$ cat src/rtl/i2s_serializer_pkg.sv
// Shared definitions for the I2S DAC output stage: divider tap positions,
// default widths, sample and channel types.
package i2s_serializer_pkg;

   localparam int DATA_W_DEF = 16;
   localparam int CNT_W_DEF  = 10;
   localparam int MCLK_BIT   = 1;
   localparam int SCK_BIT    = 3;
   localparam int LRCK_BIT   = 9;
   localparam int SLOT_LSB   = 4;
   localparam int SLOT_MSB   = 8;
   localparam int SLOT_W     = SLOT_MSB - SLOT_LSB + 1;

   typedef logic [DATA_W_DEF-1:0] sample_t;
   typedef logic [SLOT_W-1:0]     slot_t;

   typedef enum logic {
      CH_LEFT  = 1'b0,
      CH_RIGHT = 1'b1
   } chan_e;

   // One slot is one SCK period; 32 slots make a half-frame.
   function automatic slot_t slot_of(input logic [CNT_W_DEF-1:0] cnt);
      return cnt[SLOT_MSB:SLOT_LSB];
   endfunction

endpackage

$ cat src/rtl/i2s_serializer_if.sv
// Sample input and DAC pin bundle between the tone generator, the serializer
// and the Pmod I2S DAC.
interface i2s_serializer_if
   import i2s_serializer_pkg::*;
#(
   parameter int DATA_W = DATA_W_DEF
);
   logic [DATA_W-1:0] audio_left;
   logic [DATA_W-1:0] audio_right;
   logic              sample_tick;
   logic              audio_mclk;
   logic              audio_lrck;
   logic              audio_sck;
   logic              audio_sdin;

   modport master (
      output audio_left, audio_right,
      input  sample_tick, audio_mclk, audio_lrck, audio_sck, audio_sdin
   );

   modport slave (
      input  audio_left, audio_right,
      output sample_tick, audio_mclk, audio_lrck, audio_sck, audio_sdin
   );
endinterface

$ cat src/rtl/i2s_serializer_clk_div.sv
// Free-running frame counter producing registered MCLK/SCK/LRCK, the frame
// tick, and look-ahead slot/channel decode for the data path.
module i2s_clk_div
   import i2s_serializer_pkg::*;
#(
   parameter int CNT_W = CNT_W_DEF
)(
   input  logic  clk,
   input  logic  rst,
   output logic  mclk_o,
   output logic  sck_o,
   output logic  lrck_o,
   output logic  tick_o,
   output logic  wrap_o,
   output slot_t slot_nxt_o,
   output chan_e ch_nxt_o
);
   logic [CNT_W-1:0] cnt_q, cnt_d;
   logic             mclk_q, mclk_d;
   logic             sck_q, sck_d;
   logic             lrck_q, lrck_d;
   logic             tick_q, tick_d;

   // Outputs are registered from the next count so they line up with the count itself.
   always_comb begin
      cnt_d      = cnt_q + {{(CNT_W-1){1'b0}}, 1'b1};
      wrap_o     = (cnt_q == {CNT_W{1'b1}});
      mclk_d     = cnt_d[MCLK_BIT];
      sck_d      = cnt_d[SCK_BIT];
      lrck_d     = cnt_d[LRCK_BIT];
      tick_d     = wrap_o;
      slot_nxt_o = slot_of(cnt_d);
      if (cnt_d[LRCK_BIT]) begin
         ch_nxt_o = CH_RIGHT;
      end else begin
         ch_nxt_o = CH_LEFT;
      end
   end

   // Counter and clock output registers.
   always_ff @(posedge clk or posedge rst) begin
      if (rst) begin
         cnt_q  <= {CNT_W{1'b0}};
         mclk_q <= 1'b0;
         sck_q  <= 1'b0;
         lrck_q <= 1'b0;
         tick_q <= 1'b0;
      end else begin
         cnt_q  <= cnt_d;
         mclk_q <= mclk_d;
         sck_q  <= sck_d;
         lrck_q <= lrck_d;
         tick_q <= tick_d;
      end
   end

   assign mclk_o = mclk_q;
   assign sck_o  = sck_q;
   assign lrck_o = lrck_q;
   assign tick_o = tick_q;

endmodule

$ cat src/rtl/i2s_serializer.sv
// I2S serializer for the CS4344 Pmod DAC: captures a stereo pair once per
// frame and shifts it out MSB first, one SCK behind LRCK.
module i2s_serializer
   import i2s_serializer_pkg::*;
#(
   parameter int DATA_W = DATA_W_DEF,
   parameter int CNT_W  = CNT_W_DEF
)(
   input logic             clk,
   input logic             rst,
   i2s_serializer_if.slave bus
);
   logic              wrap_s;
   slot_t             slot_nxt_s;
   chan_e             ch_nxt_s;
   logic              mclk_s, sck_s, lrck_s, tick_s;
   logic [DATA_W-1:0] hold_left_q, hold_left_d;
   logic [DATA_W-1:0] hold_right_q, hold_right_d;
   logic              sdin_q, sdin_d;

   // Slot s carries bit DATA_W-s; slot 0 and slots past the sample are zero.
   function automatic logic sdin_bit(input logic [DATA_W-1:0] hold, input slot_t slot);
      logic b;
      b = 1'b0;
      for (int i = 0; i < DATA_W; i++) begin
         b = b | (hold[i] & (slot == slot_t'(DATA_W - i)));
      end
      return b;
   endfunction

   i2s_clk_div #(
      .CNT_W      (CNT_W)
   ) u_clk_div (
      .clk        (clk),
      .rst        (rst),
      .mclk_o     (mclk_s),
      .sck_o      (sck_s),
      .lrck_o     (lrck_s),
      .tick_o     (tick_s),
      .wrap_o     (wrap_s),
      .slot_nxt_o (slot_nxt_s),
      .ch_nxt_o   (ch_nxt_s)
   );

   // Both channels are captured on the same edge so the pair stays coherent.
   always_comb begin
      if (wrap_s) begin
         hold_left_d  = bus.audio_left;
         hold_right_d = bus.audio_right;
      end else begin
         hold_left_d  = hold_left_q;
         hold_right_d = hold_right_q;
      end
      case (ch_nxt_s)
         CH_LEFT:  sdin_d = sdin_bit(hold_left_d, slot_nxt_s);
         CH_RIGHT: sdin_d = sdin_bit(hold_right_d, slot_nxt_s);
         default:  sdin_d = 1'b0;
      endcase
   end

   // Sample hold and serial data registers.
   always_ff @(posedge clk or posedge rst) begin
      if (rst) begin
         hold_left_q  <= {DATA_W{1'b0}};
         hold_right_q <= {DATA_W{1'b0}};
         sdin_q       <= 1'b0;
      end else begin
         hold_left_q  <= hold_left_d;
         hold_right_q <= hold_right_d;
         sdin_q       <= sdin_d;
      end
   end

   assign bus.audio_mclk  = mclk_s;
   assign bus.audio_sck   = sck_s;
   assign bus.audio_lrck  = lrck_s;
   assign bus.sample_tick = tick_s;
   assign bus.audio_sdin  = sdin_q;

endmodule

$ cat src/flat_wrapper.sv
// flat-port wrapper written by rule: the top's interface ports become plain ports
module i2s_serializer_flat import i2s_serializer_pkg::*;
#(
   parameter int DATA_W = DATA_W_DEF,
   parameter int CNT_W  = CNT_W_DEF
)
  (clk, rst, bus_audio_left, bus_audio_right, bus_sample_tick, bus_audio_mclk, bus_audio_lrck, bus_audio_sck, bus_audio_sdin);
  i2s_serializer_if #(.DATA_W(DATA_W)) bus_i ();
  input logic clk;
  input logic rst;
  input wire logic [$bits(bus_i.audio_left)-1:0] bus_audio_left;
  input wire logic [$bits(bus_i.audio_right)-1:0] bus_audio_right;
  output wire logic [$bits(bus_i.sample_tick)-1:0] bus_sample_tick;
  output wire logic [$bits(bus_i.audio_mclk)-1:0] bus_audio_mclk;
  output wire logic [$bits(bus_i.audio_lrck)-1:0] bus_audio_lrck;
  output wire logic [$bits(bus_i.audio_sck)-1:0] bus_audio_sck;
  output wire logic [$bits(bus_i.audio_sdin)-1:0] bus_audio_sdin;
  assign bus_i.audio_left = bus_audio_left;
  assign bus_i.audio_right = bus_audio_right;
  assign bus_sample_tick = bus_i.sample_tick;
  assign bus_audio_mclk = bus_i.audio_mclk;
  assign bus_audio_lrck = bus_i.audio_lrck;
  assign bus_audio_sck = bus_i.audio_sck;
  assign bus_audio_sdin = bus_i.audio_sdin;
  i2s_serializer #(.DATA_W(DATA_W), .CNT_W(CNT_W)) u_core (.clk(clk), .rst(rst), .bus(bus_i));
endmodule
$ cat config.mk
export PLATFORM = sky130hd
export DESIGN_NAME = i2s_serializer_flat
export DESIGN_NICKNAME = d
export VERILOG_FILES = /design/src/rtl/i2s_serializer_pkg.sv /design/src/rtl/i2s_serializer_if.sv /design/src/rtl/i2s_serializer_clk_div.sv /design/src/rtl/i2s_serializer.sv /design/src/flat_wrapper.sv
export SDC_FILE = /design/constraint.sdc
export NUM_CORES = 1
export LEC_CHECK = 0
export ABC_CLOCK_PERIOD_IN_PS = 2260
export BUFFER_PORTS_ARGS = -buffer_cell sky130_fd_sc_hd__buf_2
export CORE_MARGIN = 2
export CORE_UTILIZATION = 50
export CTS_CLUSTER_SIZE = 10
export DETAILED_ROUTE_END_ITERATION = 7
export PLACE_DENSITY = 0.87
export SYNTH_ARGS = -nofsm -noshare
export SYNTH_HDL_FRONTEND = slang
export SYNTH_SLANG_ARGS = --single-unit
export TNS_END_PERCENT = 10
$ cat constraint.sdc
create_clock -name clk -period 2.26 [get_ports clk]
set_clock_uncertainty 0.1 [all_clocks]
set_input_delay 0.339 -clock clk [delete_from_list [all_inputs] [get_ports clk]]
set_output_delay 0.339 -clock clk [all_outputs]
set_load 0.02 [all_outputs]
==> results_dict.tcl, run 1 <==
set metrics [dict create \
    overflow 0 \
    syn_area_um2 2370 \
    outcome "finished with violations" \
    cp-end-kind "register" \
    cap_viol_max_count 0 \
    drc_errors 0 \
    synth_cell_type_count 56 \
    synth_flop_cell "dfrtp_1" \
    syn_inst 215 \
    layout_common_cells "dfrtp_1 (43), buf_2 (38), buf_4 (31)" \
    dp_slack_ns -0.0619 \
    hold_violations 0 \
    route.vias.total 1990 \
    ant_nets 0 \
    antenna_found_initial 0 \
    start_kind "register" \
    ctsRootBufferMaster "clkbuf_8" \
    fin_crit_sh 1.03 \
    cts_sinks 44 \
    layout_commonest_cell "dfrtp_1" \
    insertion_delay_ns 0.30 \
    ctsHtreeMaxLevel 2 \
    synth-seq-area-share 0.465 \
    port_buffers 38 \
    die_h_um 72.8 \
    path_class "reg -> reg" \
    period_minus_slack_ns 2.32 \
    dp.cells 325 \
    fin_nets 317 \
    r2r_cells 9 \
    p_seq_frac 0.540 \
    ff2ff_setup_slack_ns -0.06 \
    async_flop_share 1.00 \
    area_delta_synth_final_pct 25.6 \
    slew_viol_final 0 \
    drive_above_1_share 0.406 \
    clkPwrFrac 0.427 \
    tightest_slew_ns 0.544 \
    routedWlPerCell_um 17.1 \
    num_rows 25 \
    cp_top_family "simple AND/OR/NAND/NOR gates" \
    initial_core_util 0.508 \
    cp_slowest_cell "dfrtp_1" \
    crit_arrival_ns 2.39 \
    grt_pass1_vias 1997 \
    grt_max_degree 45 \
    syn_nets 250 \
    cts_tree "yes" \
    yosys_warnings 0 \
    setup_ws_ns -0.0586 \
    sw_frac_of_total 0.216 \
    drt_pass1_iterations 4 \
    core-area_um2 4660 \
    setup_viol_count_final 1 \
    vdd_drop_max_mv 0.340 \
    powerDensity_nw_per_um2 489 \
    p_int_mw 1.14 \
    violations "negative setup slack" \
    crit_top_cell "a32oi_1" \
    die-area_um2 5310 \
    max_slew_margin 0.637 \
    p_leak_nw 1.53 \
    hp-class "in -> async" \
    gp_congestion 0.910 \
    synth_seq_cells 44 \
    critPathMaxStageDelay_ns 0.37 \
    crit_required_ns 2.34 \
    worst-path-buf-inv 2 \
    pin_count 39 \
    die_width_um 72.8 \
    antenna_cells 0 \
    power_switching_mw 0.315 \
    ctsHoldBuffers 0 \
    r2r-start "u_core.u_clk_div.cnt_q[7]$_DFF_PP0_" \
    rsz0062_at_grt "true" \
    fin_setup_tns_ns -0.0586 \
    path_max_fanout 12 \
    final_cells 337 \
    crit_chain "nand4_1, nor3_4, buf_12, buf_4, mux2_4, a32oi_1, a21oi_1, nor4_1, a32oi_1" \
    max_freq_mhz 431 \
    drt-initial-drc-count 271 \
    clk_pin_slew_ns 0.09 \
    pwr-share-comb 0.033 \
    viasPerCell 5.91 \
    reg2reg_to "u_core.bus.audio_sdin$_DFF_PP0_" \
    wirelength_um 5770 \
    syn_area_per_cell_um2 11.0 \
    cts_max_path_buffers 2 \
    dp_hpwl_um 4120 \
    gr-usage-all-layers 0.230 \
    synth_edf_count 0 \
    grt_pass1_wl_um 9260 \
    cts_buffers 5 \
]
[routing by layer]
metal  global-route usage  up-vias  wire (um)
met3               0.0525       22        376
li1                     -      907          -
met4                0.115        0        217
met2                0.371       98       2800
met1                0.291      963       2370
met5                    0        -          0
[Yosys cell counts (4+ instances only)]
library cell	number	area share
dfrtp_1	44	0.46
inv_1	23	0.036
mux2_2	16	0.076
mux2i_1	16	0.068
nand2_1	10	0.016
nand4_1	6	0.016
nor2_1	6	0.0095
o21ai_0	6	0.013
xnor2_1	6	0.022
nor4_1	5	0.013
a21oi_1	4	0.0084
a2bb2oi_1	4	0.015
and3_1	4	0.011
nor3_1	4	0.0084
o22ai_1	4	0.011
[worst max-delay path by stage]
stage	depth (start not counted)	slack, ns	from	end
CTS	10	-0.02	u_core.u_clk_div.cnt_q[0]$_DFF_PP0_	u_core.bus.audio_sdin$_DFF_PP0_
global route	9	-0.19	u_core.u_clk_div.cnt_q[7]$_DFF_PP0_	u_core.bus.audio_sdin$_DFF_PP0_
detailed placement	10	-0.06	u_core.u_clk_div.cnt_q[0]$_DFF_PP0_	u_core.bus.audio_sdin$_DFF_PP0_
finish	9	-0.06	u_core.u_clk_div.cnt_q[7]$_DFF_PP0_	u_core.bus.audio_sdin$_DFF_PP0_
global placement	9	0.01	u_core.u_clk_div.cnt_q[0]$_DFF_PP0_	u_core.bus.audio_sdin$_DFF_PP0_
floorplan	9	-0.13	u_core.u_clk_div.cnt_q[1]$_DFF_PP0_	u_core.bus.audio_sdin$_DFF_PP0_
[state kept, by name, indices dropped and copies added, names as in the netlist]
name	cells
u_core.u_clk_div.cnt_q	10
u_core.hold_right_q	16
u_core.u_clk_div.tick_o	1
u_core.hold_left_q	16
u_core.bus.audio_sdin	1
[cell type report]
| cell class | count | area, um^2 |
|---|---|---|
| Clock inverter | 3 | 47.5 |
| Timing Repair Buffer | 72 | 474 |
| Fill cell | 347 | 1680 |
| Clock buffer | 5 | 68.8 |
| Sequential cell | 44 | 1100 |
| Inverter | 24 | 90.1 |
| Multi-Input combinational cell | 135 | 1130 |
| Tap cell | 54 | 67.6 |
[kinds of logic after synthesis]
family                   Yosys count  synth area share
multiplexers                      32             0.144
flip-flops                        44             0.465
AND/OR/NAND/NOR                   49             0.121
adder cells (fa/ha/maj)            1           0.00528
buffers and inverters             36            0.0845
XOR/XNOR                           9            0.0333
AO/OA/AOI/OAI                     44             0.147
[power groups by stage]
stage	combinational, mW	clock [mW]	sequential [mW]
4_1_cts	0.0482	0.629	0.786
6_report	0.0476	0.622	0.786
3_3_place_gp	0.0459	0	0.802
3_5_place_dp	0.0474	0	0.802
2_1_floorplan	0.0125	0	0.802
5_1_grt	0.0537	0.661	0.787
[worst min-delay path, cell delays in order]
cell	delay [ns]
buf_2	0.10
inv_1	0.05
buf_4	0.46
[timing repair]
action / 4_1_cts / 5_1_grt
resized for setup: 7 / 2
gates cloned: 0 / 0
pin swaps: 2 / 0
setup buffers: 4 / 0
endpoints found under the setup margin: 1 / 1
[through the flow]
stage	cell area [um^2]	utilization	power (mW)	hold WS, ns
detailed placement	2790	0.599	0.850	0.366
global route	2980	0.639	1.50	0.148
CTS	2970	0.637	1.46	0.0947
floorplan	2390	-	0.815	0.342
finish	2980	0.639	1.46	0.0811
global placement	2790	0.599	0.848	0.364
(Power assumes the default switching activity.)
==> run 2: changes to the inputs <==
- ABC_CLOCK_PERIOD_IN_PS: 2260 -> 2500
- CORE_UTILIZATION: 50 -> 56
- PLACE_DENSITY: 0.87 -> 0.91
- clock period: 2.26 -> 2.5 ns (I/O delays scaled with it)
==> run 2 against run 1 <==
  * The run ends with negative hold slack, negative setup slack left
  * Hold slack got worse by 0.083 ns
  * Non-clock buffer count decreased by 4
  * Sequential power fell by 9.5%
  * Sequential share of layout area up 1.1 points
  * Critical path depth grew 1
  * Core utilization up 7.9 points
  * Combinational power is 9.7% lower
  * Global-route usage rose by 1.8 points
  * First-iteration DRC count down 21%
  * Count of clock-buffer cells in the layout up 1
  * Via count is 1.9% higher
  * Design area shrank 2.9%
  * Highest routed layer unchanged
==> results_dict.tcl, run 2 (same netlist as run 1, synthesis figures left out) <==
set metrics [dict create \
    grt.met3_usage 0.0585 \
    initial_core_util 0.588 \
    port_buffers 38 \
    fin_util 0.717 \
    drt_pass1_iterations 5 \
    pin_count 39 \
    r2r_cells 10 \
    ff2ff_setup_slack_ns -0.10 \
    fin_hold_ws_ns -0.00196 \
    grt_pass1_wl_um 9410 \
    max_freq_mhz 384 \
    ctsRootBufferMaster "clkbuf_8" \
    violations "negative hold slack, negative setup slack" \
    cts_tree "yes" \
    hp-class "in -> async" \
    crit_arrival_ns 2.68 \
    start_kind "register" \
    antenna_cells 0 \
    core-area_um2 4030 \
    powerDensity_nw_per_um2 445 \
    placed_area_um2 2650 \
    insertion_delay_ns 0.30 \
    ctsHtreeMaxLevel 2 \
    path_max_fanout 14 \
    route.vias.total 2028 \
    layout_commonest_cell "dfrtp_1" \
    crit_required_ns 2.57 \
    r2r-start "u_core.u_clk_div.cnt_q[0]$_DFF_PP0_" \
    die_h_um 69.1 \
    drive_above_1_share 0.376 \
    setup_ws_ns -0.102 \
    fin_setup_tns_ns -0.102 \
    reg.largest.list "u_core.hold_left_q x16, u_core.hold_right_q x16, u_core.u_clk_div.cnt_q x10" \
    cp-end-kind "register" \
    setup_viol_count_final 1 \
    cts_buffers 5 \
    fin_crit_sh 1.04 \
    grt_pass1_vias 1880 \
    routedWlPerCell_um 18.8 \
    vdd_drop_max_mv 0.346 \
    reg2reg_to "u_core.bus.audio_sdin$_DFF_PP0_" \
    cap_viol_max_count 0 \
    gp_congestion 0.902 \
    final_cells 329 \
    tightest_slew_ns 0.439 \
    wirelength_um 6180 \
    cts_sinks 44 \
    grt_max_degree 26 \
    drc_errors 0 \
    slew_viol_final 0 \
    layout_common_cells "dfrtp_1 (43), buf_2 (38), buf_4 (26)" \
    grt_most_used_layer "met2" \
    ctsHoldBuffers 0 \
    fin_nets 313 \
    cts_max_path_buffers 2 \
    num_rows 23 \
    antenna_found_initial 0 \
    period_minus_slack_ns 2.60 \
    overflow 0 \
    dp_hpwl_um 4000 \
    power.total_mw 1.29 \
    dp.cells 309 \
    outcome "finished with violations" \
    gr-usage-all-layers 0.248 \
    max_slew_margin 0.704 \
    hold_violations 4 \
    die_width_um 69.1 \
    area_delta_synth_final_pct 22.0 \
    use_met1 0.333 \
    drt-initial-drc-count 215 \
    ant_nets 0 \
    met2_usage 0.384 \
    path_class "reg -> reg" \
    p_leak_nw 1.49 \
    viasPerCell 6.16 \
    die-area_um2 4770 \
    stdcell_area_um2 2890 \
    dp_slack_ns 0.0706 \
    clk_pin_slew_ns 0.08 \
]
==> run 2: repair_timing <==
action | in CTS | in global routing
gates resized for setup | 0 | 10
setup endpoints to repair | 0 | 1
endpoints found under the hold margin | 0 | 0
buffers inserted | 0 | 12
==> run 2: critical path, stage by stage, from the launching register on <==
cell and delay, ns:
dfrtp_1 0.39, ha_4 0.16, nand3_4 0.12, nor3_4 0.27, buf_6 0.15, buf_8 0.16
mux2_2 0.36, a2bb2oi_1 0.20, a21oi_1 0.12, nor4_1 0.33, a32oi_1 0.10
==> run 2: where the power goes <==
part	internal, mW	leakage, nW	switching (mW)	total (mW)
combinational	0.0208	0.839	0.0222	0.0430
clock	0.296	0.0552	0.236	0.532
sequential	0.711	0.599	0	0.711
==> run 2: worst max-delay path by stage <==
| stage | start | end | slack [ns] | cells after the start |
|---|---|---|---|---|
| after detailed placement | u_core.u_clk_div.cnt_q[0]$_DFF_PP0_ | u_core.bus.audio_sdin$_DFF_PP0_ | 0.07 | 9 |
| after floorplan | u_core.u_clk_div.cnt_q[1]$_DFF_PP0_ | u_core.bus.audio_sdin$_DFF_PP0_ | 0.05 | 10 |
| after global routing | u_core.u_clk_div.cnt_q[0]$_DFF_PP0_ | u_core.bus.audio_sdin$_DFF_PP0_ | -0.21 | 10 |
| final | u_core.u_clk_div.cnt_q[0]$_DFF_PP0_ | u_core.bus.audio_sdin$_DFF_PP0_ | -0.10 | 10 |
| after global placement | u_core.u_clk_div.cnt_q[1]$_DFF_PP0_ | u_core.bus.audio_sdin$_DFF_PP0_ | 0.19 | 9 |
| after CTS | u_core.u_clk_div.cnt_q[0]$_DFF_PP0_ | u_core.bus.audio_sdin$_DFF_PP0_ | 0.05 | 9 |
==> run 2: final cells by class <==
class / count / area (um^2)
flip-flops and latches: 44 / 1100
well taps: 50 / 62.6
fillers: 277 / 1140
multi-input cells: 135 / 1100
clock inverters: 2 / 35.0
clock buffers: 6 / 72.6
repair buffers: 68 / 430
inverters: 24 / 90.1
==> run 2: per-layer routing <==
metal  wire length, um  part of all wire
met1              2520              0.41
met2              3000              0.48
met3               504             0.082
met4               164             0.027
met5                 0                 0
==> run 3: changes to the inputs <==
- CORE_UTILIZATION: 56 -> 58
- CTS_BUF_LIST: not set -> sky130_fd_sc_hd__clkbuf_2 sky130_fd_sc_hd__clkbuf_4 sky130_fd_sc_hd__clkbuf_8
- PLACE_DENSITY: 0.91 -> 0.94
- SYNTH_HIERARCHICAL: not set -> 1
==> run 3 against run 2 <==
  * Critical path depth fell by 1
  * Count of clock-buffer cells in the layout fell by 1
  * Critical path type unchanged
  * Via count fell by 19%
  * First-iteration DRC count fell by 69%
  * The run ends with negative setup slack left
  * Fmax rose by 2.3%
  * Sequential power barely moved
  * Design area rose by 0.87%
  * Flip-flop and latch count did not move
  * Combinational power rose by 7.9%
  * Wire length fell by 15%
==> results_dict.tcl, run 3 <==
set metrics [dict create \
    port_buffers 38 \
    max_freq_mhz 393 \
    multi_input_area_um2 1130 \
    grt_pass1_vias 1676 \
    yosys.area.top_type "dfrtp_1" \
    synth_edf_count 0 \
    start_kind "register" \
    cts_buffers 5 \
    worst-path-buf-inv 1 \
    hp-class "in -> reg" \
    reg.largest.list "u_core/hold_left_q x16, u_core/hold_right_q x16, u_core/u_clk_div/cnt_q x10" \
    synthSimpleGateAreaFrac 0.112 \
    ctsHtreeMaxLevel 2 \
    max_slew_margin 0.661 \
    die_width_um 66.2 \
    cp_slowest_cell "dfrtp_1" \
    ant_nets 0 \
    cap_viol_max_count 0 \
    ys_top_cells_by_area "dfrtp_1 (49%), mux2_2 (17%), mux4_2 (5.0%)" \
    critPathMaxStageDelay_ns 0.39 \
    met2_usage 0.394 \
    clk_pin_slew_ns 0.08 \
    setup_ws_ns -0.0438 \
    pin_count 39 \
    gp_congestion 0.897 \
    r2r_cells 9 \
    path_max_fanout 6 \
    power.total_mw 1.30 \
    slew_viol_final 0 \
    synth-compound-area-share 0.0473 \
    tightest_slew_ns 0.496 \
    synth-seq-area-share 0.490 \
    cts_sinks 44 \
    initial_core_util 0.609 \
    viasPerCell 5.79 \
    route.vias.total 1633 \
    yosys.area_share.adder 0.00557 \
    whs_path_depth 2 \
    outcome "finished with violations" \
    drt-initial-drc-count 66 \
    async_flop_share 1.00 \
    rsz0062_at_grt "true" \
    synth_flop_cell "dfrtp_1" \
    fin_nets 268 \
    cts_tree "yes" \
    synth_seq_cells 44 \
    synth.area.mux_share 0.255 \
    ctsRootBufferMaster "clkbuf_8" \
    yosysMostFrequentCell "dfrtp_1" \
    period_minus_slack_ns 2.54 \
    synth_top_family_by_area "multiplexers" \
    cp_top_family "simple AND/OR/NAND/NOR gates" \
    violations "negative setup slack" \
    grt_pass1_wl_um 7610 \
    syn_inst 173 \
    hold_violations 0 \
    dp.cells 260 \
    dp_slack_ns -0.0810 \
    drt_pass1_iterations 4 \
    routedWlPerCell_um 18.6 \
    powerDensity_nw_per_um2 446 \
    dp_hpwl_um 3190 \
    path_class "reg -> reg" \
    vdd_drop_max_mv 0.355 \
    yosys_warnings 6 \
    num-fill-cells 214 \
    fin_crit_sh 1.02 \
    antenna_cells 0 \
    overflow 0 \
    setup_viol_count_final 1 \
    fin_util 0.790 \
    antenna_found_initial 0 \
    crit_arrival_ns 2.61 \
    seqCellArea_um2 1100 \
    layout_common_cells "dfrtp_1 (42), buf_2 (38), mux2_2 (30)" \
    num_rows 22 \
    die_h_um 66.2 \
    synth-xor-area-share 0.0312 \
    use_met1 0.296 \
    layout_commonest_cell "dfrtp_1" \
    syn_nets 208 \
    crit_required_ns 2.57 \
    cp-end-kind "register" \
    final_cells 282 \
    grt.met3_usage 0.0596 \
    insertion_delay_ns 0.30 \
    cts_max_path_buffers 2 \
    syn_area_um2 2250 \
    grt_most_used_layer "met2" \
    synth_cell_type_count 40 \
    wirelength_um 5260 \
    core-area_um2 3690 \
    area_delta_synth_final_pct 29.7 \
    p_leak_nw 1.42 \
    die-area_um2 4390 \
    gr-usage-all-layers 0.236 \
    crit_chain "ha_4, and4_4, nor3b_4, buf_12, mux2_2, a22oi_1, o41ai_2, nor4_2, a32oi_1" \
    yosysTopAreaCellShare 0.490 \
    synthTopCellsByCount "dfrtp_1 (44), mux2_2 (33)" \
    path_depth 9 \
    drive_above_1_share 0.560 \
    syn_area_per_cell_um2 13.0 \
    grt_max_degree 34 \
    drc_errors 0 \
]
==> run 3: timing repair <==
item                                    4_1_cts  5_1_grt
resized for setup                             5       18
hold buffers                                  1        0
pin swaps                                     0        6
endpoints found under the hold margin        11        0
endpoints found under the setup margin        1        1
gates cloned                                  0        1
buffers inserted                              7        5
==> run 3: worst paths after layout <==
path,slack [ns],endpoint,startpoint
worst min-delay path,0.22,u_core/hold_right_q[7]$_DFF_PP0_,bus_audio_right[7]
worst max register to register,-0.04,u_core/bus.audio_sdin$_DFF_PP0_,u_core/u_clk_div/cnt_q[0]$_DFF_PP0_
max in group asynchronous,1.38,u_core/hold_right_q[6]$_DFF_PP0_,rst
worst min register to register,0.41,u_core/hold_left_q[2]$_DFF_PP0_,u_core/hold_left_q[2]$_DFF_PP0_
worst max-delay path,-0.04,u_core/bus.audio_sdin$_DFF_PP0_,u_core/u_clk_div/cnt_q[0]$_DFF_PP0_
min in group asynchronous,0.53,u_core/u_clk_div/cnt_q[9]$_DFF_PP0_,rst
==> run 3: cell type report <==
type / instances / share of cell area
clock buffer: 5 / 0.0236
timing repair buffer: 68 / 0.166
clock inverter: 3 / 0.0146
multi-input combinational: 108 / 0.389
tap: 48 / 0.0206
inverter: 6 / 0.00773
sequential: 44 / 0.379
==> run 3: metrics by stage <==
stage                     cell area (um^2)  setup TNS [ns]  hold slack, ns
after detailed placement              2560         -0.0810           0.287
after CTS                             2770         -0.0149           0.210
after floorplan                       2270               0           0.127
final                                 2920         -0.0438           0.217
after global routing                  2920          -0.140           0.217
after global placement                2560         -0.0134           0.277
==> run 3: where the power goes <==
group / total (mW) / internal, mW / leakage, nW / switching (mW)
Clock: 0.542 / 0.296 / 0.0541 / 0.246
Sequential: 0.711 / 0.711 / 0.597 / 0
Combinational: 0.0464 / 0.0213 / 0.768 / 0.0251
Total: 1.30 / 1.03 / 1.42 / 0.271
==> run 3: kinds of logic after synthesis <==
| family | after synthesis |
|---|---|
| xor gates and xnor gates | 8 |
| AOI/OAI and AO/OA | 15 |
| DFF | 44 |
| muxes | 42 |
| buffers and inverters | 21 |
| adders and majority gates | 1 |
| and+or+nand+nor | 42 |
==> run 3: routing by layer <==
metal	part of all wire	routed length (um)	vias up
met4	0.016	84	0
met3	0.047	247	10
met1	0.41	2140	814
met2	0.53	2780	59
li1	-	-	750
met5	0	0	-
